==> src/rtl/pe_noc_pkg.sv <==
// Shared NoC packet definitions for the PE array: field positions, packet types,
// node addresses and a header builder.
package pe_noc_pkg;

    localparam int ADDR_W   = 4;
    localparam int DEST_MSB = 63;
    localparam int DEST_LSB = 60;
    localparam int SRC_MSB  = 59;
    localparam int SRC_LSB  = 56;
    localparam int TYPE_MSB = 55;
    localparam int TYPE_LSB = 54;
    localparam int HDR_W    = 2 * ADDR_W + 2;

    typedef enum logic [1:0] {
        PKT_IFMAP  = 2'b00,
        PKT_FILTER = 2'b01,
        PKT_PSUM   = 2'b10,
        PKT_OFMAP  = 2'b11
    } pkt_type_t;

    localparam logic [ADDR_W-1:0] PE0_ADDR   = 4'b0001;
    localparam logic [ADDR_W-1:0] PE1_ADDR   = 4'b0101;
    localparam logic [ADDR_W-1:0] PE2_ADDR   = 4'b0011;
    localparam logic [ADDR_W-1:0] PE3_ADDR   = 4'b0111;
    localparam logic [ADDR_W-1:0] PE4_ADDR   = 4'b1100;
    localparam logic [ADDR_W-1:0] ADDER_ADDR = 4'b0010;
    localparam logic [ADDR_W-1:0] SINK_ADDR  = 4'b1000;

    typedef enum logic [1:0] {
        ST_COLLECT = 2'b00,
        ST_ACK     = 2'b01,
        ST_RESULT  = 2'b10
    } adder_state_t;

    function automatic logic [HDR_W-1:0] build_header(
        input logic [ADDR_W-1:0] dest,
        input logic [ADDR_W-1:0] src,
        input pkt_type_t         ptype
    );
        return {dest, src, ptype};
    endfunction

endpackage

==> src/rtl/pe_slot_decoder.sv <==
// Maps a PE source address onto its one-hot psum slot; hit is low for any
// address that is not one of the PEs feeding this adder.
module pe_slot_decoder
    import pe_noc_pkg::*;
#(
    parameter int NUM_PE = 5
) (
    input  logic [ADDR_W-1:0] src,
    output logic [NUM_PE-1:0] slot,
    output logic              hit
);

    always_comb begin
        slot = '0;
        hit  = 1'b1;
        unique case (src)
            PE0_ADDR: slot = NUM_PE'(1);
            PE1_ADDR: slot = NUM_PE'(1) << 1;
            PE2_ADDR: slot = NUM_PE'(1) << 2;
            PE3_ADDR: slot = NUM_PE'(1) << 3;
            PE4_ADDR: slot = NUM_PE'(1) << 4;
            default:  hit  = 1'b0;
        endcase
    end

endmodule

==> src/rtl/psum_adder_node.sv <==
// Psum adder node: credits each PE psum, sums one psum per PE for an output
// position and sends the total to the ofmap sink.
module psum_adder_node
    import pe_noc_pkg::*;
#(
    parameter int                PACKET_WIDTH   = 64,
    parameter int                ADDR_WIDTH     = 4,
    parameter int                PSUM_WIDTH     = 13,
    parameter int                SUM_WIDTH      = 16,
    parameter int                NUM_PE         = 5,
    parameter int                ROUNDS_PER_ROW = 21,
    parameter logic [ADDR_W-1:0] NODE_ADDRESS   = ADDER_ADDR,
    parameter logic [ADDR_W-1:0] SINK_ADDRESS   = SINK_ADDR
) (
    input  logic                    clk,
    input  logic                    rst_n,
    input  logic [PACKET_WIDTH-1:0] pkt_in_data,
    input  logic                    pkt_in_valid,
    output logic                    pkt_in_ready,
    output logic [PACKET_WIDTH-1:0] pkt_out_data,
    output logic                    pkt_out_valid,
    input  logic                    pkt_out_ready,
    output logic                    err_misroute,
    output logic                    err_dup,
    output logic [4:0]              round_idx
);

    generate
        if (SUM_WIDTH < PSUM_WIDTH + 3) begin : g_sum_width_check
            $error("psum_adder_node: SUM_WIDTH must be at least PSUM_WIDTH+3");
        end
    endgenerate

    adder_state_t            state_q, state_d;
    logic [NUM_PE-1:0]       mask_q, mask_d;
    logic [SUM_WIDTH-1:0]    acc_q, acc_d;
    logic [4:0]              round_q, round_d;
    logic [PACKET_WIDTH-1:0] out_data_q, out_data_d;
    logic                    out_valid_q, out_valid_d;
    logic                    misroute_q, misroute_d;
    logic                    dup_q, dup_d;
    logic                    live_q;

    logic [ADDR_WIDTH-1:0]   in_dest;
    logic [ADDR_WIDTH-1:0]   in_src;
    logic [1:0]              in_type;
    logic [PSUM_WIDTH-1:0]   in_psum;
    logic [NUM_PE-1:0]       src_slot;
    logic                    src_hit;
    logic                    accept;
    logic                    pkt_ok;
    logic                    is_dup;
    logic                    mask_full;
    logic                    out_fire;
    logic [PACKET_WIDTH-1:0] credit_pkt;
    logic [PACKET_WIDTH-1:0] result_pkt;
    logic                    unused_payload;

    assign in_dest        = pkt_in_data[DEST_MSB:DEST_LSB];
    assign in_src         = pkt_in_data[SRC_MSB:SRC_LSB];
    assign in_type        = pkt_in_data[TYPE_MSB:TYPE_LSB];
    assign in_psum        = pkt_in_data[PSUM_WIDTH-1:0];
    assign unused_payload = ^pkt_in_data[TYPE_LSB-1:PSUM_WIDTH];

    pe_slot_decoder #(
        .NUM_PE (NUM_PE)
    ) u_slot_decoder (
        .src  (in_src),
        .slot (src_slot),
        .hit  (src_hit)
    );

    // live_q keeps the input closed until the first edge after reset release.
    assign pkt_in_ready = live_q && (state_q == ST_COLLECT);
    assign accept       = pkt_in_valid && pkt_in_ready;
    assign pkt_ok       = (in_dest == NODE_ADDRESS) && (in_type == 2'(PKT_PSUM)) && src_hit;
    assign is_dup       = |(mask_q & src_slot);
    assign mask_full    = &mask_q;
    assign out_fire     = out_valid_q && pkt_out_ready;

    assign credit_pkt = {build_header(in_src, NODE_ADDRESS, PKT_PSUM),
                         {(PACKET_WIDTH - HDR_W){1'b0}}};

    always_comb begin
        result_pkt = '0;
        result_pkt[PACKET_WIDTH-1 -: HDR_W] = build_header(SINK_ADDRESS, NODE_ADDRESS, PKT_OFMAP);
        result_pkt[SUM_WIDTH +: 5]          = round_q;
        result_pkt[SUM_WIDTH-1:0]           = acc_q;
    end

    always_ff @(posedge clk or negedge rst_n) begin
        if (!rst_n) begin
            state_q     <= ST_COLLECT;
            mask_q      <= '0;
            acc_q       <= '0;
            round_q     <= '0;
            out_data_q  <= '0;
            out_valid_q <= 1'b0;
            misroute_q  <= 1'b0;
            dup_q       <= 1'b0;
            live_q      <= 1'b0;
        end else begin
            state_q     <= state_d;
            mask_q      <= mask_d;
            acc_q       <= acc_d;
            round_q     <= round_d;
            out_data_q  <= out_data_d;
            out_valid_q <= out_valid_d;
            misroute_q  <= misroute_d;
            dup_q       <= dup_d;
            live_q      <= 1'b1;
        end
    end

    always_comb begin
        state_d = state_q;
        unique case (state_q)
            ST_COLLECT: if (accept && pkt_ok) state_d = ST_ACK;
            ST_ACK:     if (out_fire) state_d = mask_full ? ST_RESULT : ST_COLLECT;
            ST_RESULT:  if (out_fire) state_d = ST_COLLECT;
            default:    state_d = ST_COLLECT;
        endcase
    end

    // A duplicate still earns a credit so the sending PE never deadlocks.
    always_comb begin
        mask_d      = mask_q;
        acc_d       = acc_q;
        round_d     = round_q;
        out_data_d  = out_data_q;
        out_valid_d = out_valid_q;
        misroute_d  = 1'b0;
        dup_d       = dup_q;
        unique case (state_q)
            ST_COLLECT: begin
                if (accept) begin
                    if (!pkt_ok) begin
                        misroute_d = 1'b1;
                    end else begin
                        out_valid_d = 1'b1;
                        out_data_d  = credit_pkt;
                        if (is_dup) begin
                            dup_d = 1'b1;
                        end else begin
                            mask_d = mask_q | src_slot;
                            acc_d  = acc_q + SUM_WIDTH'(in_psum);
                        end
                    end
                end
            end
            ST_ACK: begin
                if (out_fire) begin
                    if (mask_full) begin
                        out_data_d = result_pkt;
                    end else begin
                        out_valid_d = 1'b0;
                    end
                end
            end
            ST_RESULT: begin
                if (out_fire) begin
                    out_valid_d = 1'b0;
                    mask_d      = '0;
                    acc_d       = '0;
                    round_d     = (round_q == 5'(ROUNDS_PER_ROW - 1)) ? 5'd0 : round_q + 5'd1;
                end
            end
            default: ;
        endcase
    end

    assign pkt_out_data  = out_data_q;
    assign pkt_out_valid = out_valid_q;
    assign err_misroute  = misroute_q;
    assign err_dup       = dup_q;
    assign round_idx     = round_q;

endmodule
==> config.mk <==
export PLATFORM = sky130hd
export DESIGN_NAME = psum_adder_node
export DESIGN_NICKNAME = d
export VERILOG_FILES = /design/src/rtl/pe_noc_pkg.sv /design/src/rtl/pe_slot_decoder.sv /design/src/rtl/psum_adder_node.sv
export SDC_FILE = /design/constraint.sdc
export NUM_CORES = 1
export LEC_CHECK = 0
export ABC_AREA = 1
export CAP_MARGIN = 15
export CORE_ASPECT_RATIO = 1.1
export CORE_MARGIN = 2
export CORE_UTILIZATION = 45
export DETAILED_ROUTE_END_ITERATION = 12
export GPL_ROUTABILITY_DRIVEN = 0
export PLACE_DENSITY_LB_ADDON = 0.12
export REMOVE_ABC_BUFFERS = 1
export SLEW_MARGIN = 40
export SYNTH_ARGS = -nofsm -noshare
export SYNTH_HDL_FRONTEND = slang
export SYNTH_SLANG_ARGS = --single-unit
==> constraint.sdc <==
create_clock -name clk -period 2.3 [get_ports clk]
set_input_delay 0.575 -clock clk [delete_from_list [all_inputs] [get_ports clk]]
set_output_delay 0.575 -clock clk [all_outputs]
set_load 0.005 [all_outputs]
==> out/results.tsv, run 1 <==
stage	metric	value	unit
critical_path	cp_max_fo	3	
critical_path	cp_num_buf_inv	3	
critical_path	crit_top_cell	inv_1	
final_layout	mostFrequentLayoutCell	nand2_1	
sta	setup_viol	0	
floorplanning	start_util	45.7	%
yosys	synth_cell_types	34	
grt	grt_overflow_total	0	
critical_path	startpoint	state_q[1]	
power	vdd_drop_max	0.303	mV
sta	finalHoldViolations	0	
critical_path	crit_path_end	pkt_in_ready	
clocking	cts_buffer_depth	2	
drt	drc	0	
yosys	netlist_area	0.00378	mm2
floorplanning	die_w	91.4	um
critical_path	slowest_delay	480	ps
yosys	synthArstFlopShare	100	%
drt	ant_nets	0	
grt	grt_pass1_wl	13900	um
drt	routedWlPerCell	11.5	um
critical_path	rr_startpoint	state_q[1]	
critical_path	r2r_cells	9	
yosys	synth_enable_flop_cells	0	
yosys	ys_seq_area_share	39.0	%
clocking	clk_pin_slew_worst_paths	70	ps
critical_path	r2r_end	pkt_out_data[12]	
sta	fmax	0.454	GHz
yosys	synth-main-ff-cell	dfrtp_1	
critical_path	worst-setup-path-type	reg2out	
drt	finalWirelength	8240	um
critical_path	r2r_slack	230	ps
final_layout	final_cell_mix	nand2_1 (170), clkdlybuf4s50_1 (62), dfrtp_1 (59)	
sta	worst_slack	99.4	ps
status	status	complete, no violations	
place	hpwl	6150	um
grt	grt.total_usage	18.9	%
final_layout	drive_gt1_share	9.60	%
final_layout	nets	686	
sta	finalClockSkew	11.3	ps
grt	antenna_found_initial	0	
clocking	cts_tree	done	
place	port_buffers	63	
place	post-place-ws	-116	ps
critical_path	endpoint_kind	output pin	
power	swShare	35.7	%
clocking	cts-hold-fix-buffers	0	
drt	dr.pass1.iters	5	
critical_path	cp_slowest_cell	clkdlybuf4s50_1	
sta	period_share	95.7	%
power	pwr-share-seq	36.8	%
critical_path	cp.arrival	1630	ps
power	p_leak	2.42	nW
power	p_sw	1.28	mW
final_layout	antenna_cells	0	
floorplanning	dieArea	0.00916	mm2
sta	period_minus_slack	2200	ps
critical_path	start_kind	flop	
power	finalPower	3.58	mW
critical_path	crit_cells	5	
final_layout	area_growth	26.1	%
clocking	clk_latency	340	ps
yosys	syn_avg_cell_area	7.34	um2
clocking	cts_sinks	59	
yosys	ys_seq_elements	59	
clocking	cts_setup_buffers	0	
drt	via_per_inst	4.65	
yosys	yosys_warnings	0	
floorplanning	core	0.00828	mm2
critical_path	crit_family	buffers and inverters	
yosys	postSynthCellCount	515	
clocking	h-tree-depth	3	
sta	rsz0062_at_grt	false	
drt	num_vias	3328	
power	p_int	2.30	mW
critical_path	crit_chain	inv_1 -> ha_4 -> nand2_1 -> inv_1 -> clkdlybuf4s50_1	
sta	drv_slew	0	
clocking	root_buffer	clkbuf_8	
floorplanning	die_h	100	um
grt	grt_max_degree	60	
floorplanning	io_pins	141	
floorplanning	num_rows	35	
hold_path	hp-class	in2async	
power	power.share.combinational	36.6	%
grt	first_global_vias	3026	
sta	finalSetupTns	0	ps
power	clockPowerShare	26.6	%
critical_path	worst_ep_required_time	1730	ps
clocking	cts_buffers	9	
power	powerDensity	750	mW/mm2
job	cap_violations	0	
drt	drt_iter0_drc	102	
## through the flow
stage | util, % | std cells | hold slack, ps | area [um2]
after global placement | 55.1 | 699 | 458 | 4560
after floorplan | - | 502 | 279 | 3570
final | 57.6 | 715 | 235 | 4770
after detailed placement | 55.1 | 699 | 464 | 4560
after CTS | 57.5 | 715 | 250 | 4760
after global routing | 57.6 | 715 | 255 | 4770
## power groups by stage
stage | logic [mW] | registers (mW) | clock network [mW]
floorplan | 0.678 | 1.32 | 0
global placement | 1.28 | 1.33 | 0
detailed placement | 1.30 | 1.33 | 0
CTS | 1.31 | 1.31 | 0.973
global route | 1.47 | 1.34 | 1.03
finish | 1.31 | 1.32 | 0.950
## cell families (layout without fill, tap and decap cells)
family | Yosys count | after routing | share of synthesized area, %
AND/OR/NAND/NOR | 253 | 253 | 28.3
flip-flops | 59 | 59 | 39.0
adder cells (fa/ha/maj) | 19 | 19 | 6.48
buffers and inverters | 107 | 161 | 14.9
XOR/XNOR | 8 | 8 | 1.85
other | 2 | 37 | 0.199
AO/OA/AOI/OAI | 67 | 67 | 9.33
## registers in the layout, indices dropped and copies added (netlist names)
register	count
acc_q	16
mask_q	5
round_idx	5
err_misroute	1
pkt_out_data	27
live_q	1
err_dup	1
pkt_out_valid	1
state_q	2
## metal layers
layer,vias up,part of all wire (%),track usage [%]
met5,-,0,0
met3,10,4.0,3.98
met4,0,1.3,6.18
met1,1513,46,24.0
met2,83,48,32.2
li1,1722,-,-
## area by class of cell
cell class	count	area (um2)
Clock buffer	11	141
Clock inverter	5	52.6
Fill cell	795	3510
Inverter	59	221
Multi-Input combinational cell	384	1890
Sequential cell	59	1480
Tap cell	111	139
Timing Repair Buffer	86	848
## worst min-delay path by stage
stage | start | end | slack [ps] | cells after the start
after floorplan | rst_n | acc_q[0] | 280 | 0
after global placement | pkt_out_data[60] | pkt_out_data[60] | 460 | 2
after detailed placement | pkt_out_data[60] | pkt_out_data[60] | 460 | 2
after CTS | rst_n | pkt_out_data[2] | 250 | 2
after global routing | rst_n | pkt_out_data[18] | 260 | 2
final | rst_n | pkt_out_data[19] | 230 | 2
## synth_stat cells (3+ instances only)
library cell / number / share of area, %
xnor2_1: 7 / 1.6
o21ai_1: 33 / 4.4
nand2_1: 171 / 17
a21oi_1: 17 / 2.2
buf_4: 39 / 7.7
buf_2: 5 / 0.66
o21ai_0: 11 / 1.5
dfrtp_1: 59 / 39
inv_1: 54 / 5.4
clkbuf_1: 3 / 0.30
nand3_1: 31 / 4.1
nor2_1: 30 / 3.0
ha_1: 18 / 6.0
nand4_1: 5 / 0.83
inv_2: 4 / 0.40
nor2_2: 4 / 0.66
## repair_timing
action | CTS | global route
endpoints found under the hold margin | 0 | 0
resized for setup | 0 | 3
setup endpoints to repair | 0 | 1
No activity file was read; power rests on OpenSTA's default activity.
==> run 2: changes to the inputs <==
--- a/config.mk
+++ b/config.mk
@@ -12,6 +12,7 @@
 export CORE_UTILIZATION = 45
 export DETAILED_ROUTE_END_ITERATION = 12
 export GPL_ROUTABILITY_DRIVEN = 0
+export HOLD_SLACK_MARGIN = 0.08
 export PLACE_DENSITY_LB_ADDON = 0.12
 export REMOVE_ABC_BUFFERS = 1
 export SLEW_MARGIN = 40
==> results of run 2 <==
The final DEF is identical to that of run 1; final timing and power are the same.
==> run 3: changes to the inputs <==
--- a/config.mk
+++ b/config.mk
@@ -8,8 +8,8 @@
 export ABC_AREA = 1
 export CAP_MARGIN = 15
 export CORE_ASPECT_RATIO = 1.1
-export CORE_MARGIN = 2
 export CORE_UTILIZATION = 45
+export CTS_CLUSTER_SIZE = 24
 export DETAILED_ROUTE_END_ITERATION = 12
 export GPL_ROUTABILITY_DRIVEN = 0
 export HOLD_SLACK_MARGIN = 0.08
==> run 3 against run 2 <==
Setup slack improved by 120 ps. Largest power group unchanged. Critical path type is now in2reg. Cell count increased by 0.56%. Largest cell class unchanged. First-iteration DRC count decreased by 6.9%.
==> out/results.tsv, run 3 (synthesis gave the netlist of run 1 again) <==
stage	metric	value	unit	change
drt	finalWirelength	8210	um	-0.36%
final_layout	finalInstanceArea	0.00483	mm2	+1.2%
critical_path	crit_cells	11		+6
floorplanning	die_w	89.4	um	-2.2%
sta	slew_headroom	64.1	%	
final_layout	utilization	60.0	%	+2.4 points
grt	grt.total_usage	20.5	%	+1.6 points
clocking	root_buffer	clkbuf_8		
final_layout	mostFrequentLayoutCell	nand2_1		
drt	num_vias	3353		+0.75%
power	p_leak	2.47	nW	+2.2%
floorplanning	num_rows	34		-2.9%
sta	rsz0062_at_grt	false		
floorplanning	core	0.00804	mm2	-2.9%
final_layout	num-fill-cells	745		-6.3%
job	cap_violations	0		unchanged
drt	ant_nets	0		unchanged
floorplanning	start_util	47.0	%	+1.3 points
hold_path	hp-class	in2async		
critical_path	cp_max_fo	3		unchanged
drt	routedWlPerCell	11.4	um	-0.92%
status	status	complete, no violations		
final_layout	area_growth	27.6	%	
place	place_area	0.00459	mm2	+0.58%
sta	period_minus_slack	2080	ps	-124 ps
sta	setup_viol	0		unchanged
sta	fmax	0.482	GHz	+6.0%
critical_path	endpoint_kind	flop		
sta	drv_slew	0		unchanged
grt	grt_max_degree	31		-48%
sta	whs	205	ps	-30.2 ps
sta	period_share	90.3	%	-5.4 points
clocking	cts_tree	done		
critical_path	cp_slowest_cell	clkdlybuf4s50_1		
critical_path	r2r_cells	8		-1
floorplanning	die_h	98.2	um	-2.0%
place	port_buffers	63		unchanged
drt	dr.pass1.iters	4		-1
critical_path	startpoint	pkt_in_data[0]		
critical_path	crit_top_cell	nand3_1		
grt	grt_pass1_wl	14200	um	+1.7%
place	hpwl	6260	um	+1.8%
critical_path	crit_family	simple AND/OR/NAND/NOR gates		
floorplanning	io_pins	141		unchanged
critical_path	worst-setup-path-type	in2reg		
sta	worst_slack	224	ps	+124 ps
place	post-place-ws	-129	ps	-12.1 ps
critical_path	worst_ep_required_time	2530	ps	+800 ps
critical_path	cp.arrival	2300	ps	+670 ps
final_layout	nets	693		+1.0%
drt	drc	0		unchanged
critical_path	slowest_delay	410	ps	-70 ps
drt	via_per_inst	4.66		+0.19%
clocking	clk_pin_slew_worst_paths	80	ps	about the same
grt	first_global_vias	3204		+5.9%
final_layout	antenna_cells	0		unchanged
sta	finalSetupTns	0	ps	unchanged
clocking	cts_sinks	59		unchanged
sta	finalClockSkew	9.67	ps	-1.66 ps
critical_path	crit_chain	clkdlybuf4s50_1 -> ha_1 -> fa_1 -> nand3_1 -> nand3_1 -> nand3_1 -> nand3_1 -> nor2_1 -> nor2_1 -> nand2_1 -> nand2_1		
power	vdd_drop_max	0.419	mV	+39%
clocking	cts_buffer_depth	2		unchanged
sta	tightest_slew	539	ps	
sta	finalHoldViolations	0		unchanged
final_layout	drive_gt1_share	10.8	%	+1.2 points
critical_path	start_kind	input pin		
power	powerDensity	758	mW/mm2	+1.1%
final_layout	largest_register_ffs	27		unchanged
grt	grt_overflow_total	0		unchanged
grt	antenna_found_initial	0		unchanged
critical_path	rr_startpoint	state_q[0]		
clocking	cts_buffers	9		unchanged
final_layout	final_cell_mix	nand2_1 (171), clkdlybuf4s50_1 (61), dfrtp_1 (59)		
clocking	h-tree-depth	3		unchanged
critical_path	cp_num_buf_inv	1		-2
clocking	clk_latency	340	ps	about the same
drt	drt_iter0_drc	95		-6.9%
floorplanning	dieArea	0.00878	mm2	-4.1%
## run 3: final timing paths
check,endpoint,slack (ps)
setup / recovery,acc_q[12],220
hold / removal,pkt_out_data[20],200
setup reg to reg,round_idx[4],430
hold reg to reg,pkt_out_data[60],480
max in group asynchronous,pkt_out_data[13],1560
min in group clk,pkt_out_data[60],480
## run 3: area by class of cell
type / instances / area, um2 / area share [%]
multi-input cells: 384 / 1880 / 38.9
flip-flops and latches: 59 / 1480 / 30.6
repair buffers: 93 / 891 / 18.5
inverters: 59 / 221 / 4.59
well taps: 108 / 135 / 2.80
clock buffers: 9 / 124 / 2.57
clock inverters: 7 / 100 / 2.07
## run 3: stage by stage
| stage | total power, mW | std cells |
|---|---|---|
| global route | 3.92 | 719 |
| CTS | 3.71 | 718 |
| global placement | 2.58 | 702 |
| detailed placement | 2.61 | 702 |
| finish | 3.66 | 719 |
| floorplan | 2.00 | 502 |
## run 3: where the power goes
part | internal [mW] | switching (mW) | leakage, nW
clock | 0.617 | 0.455 | 0.114
sequential | 1.19 | 0.120 | 0.782
combinational | 0.552 | 0.720 | 1.58
## run 3: routing by layer
| layer | part of all wire [%] | up-vias | global-route usage [%] |
|---|---|---|---|
| met3 | 4.2 | 7 | 2.87 |
| met4 | 0.95 | 0 | 6.47 |
| met1 | 45 | 1522 | 26.2 |
| met5 | 0 | - | 0 |
| li1 | - | 1743 | - |
| met2 | 49 | 81 | 35.4 |
## run 3: repair_timing
action,in CTS,in global routing
setup buffers,0,1
gates resized for setup,0,4
hold buffers,0,0
setup endpoints to repair,0,1
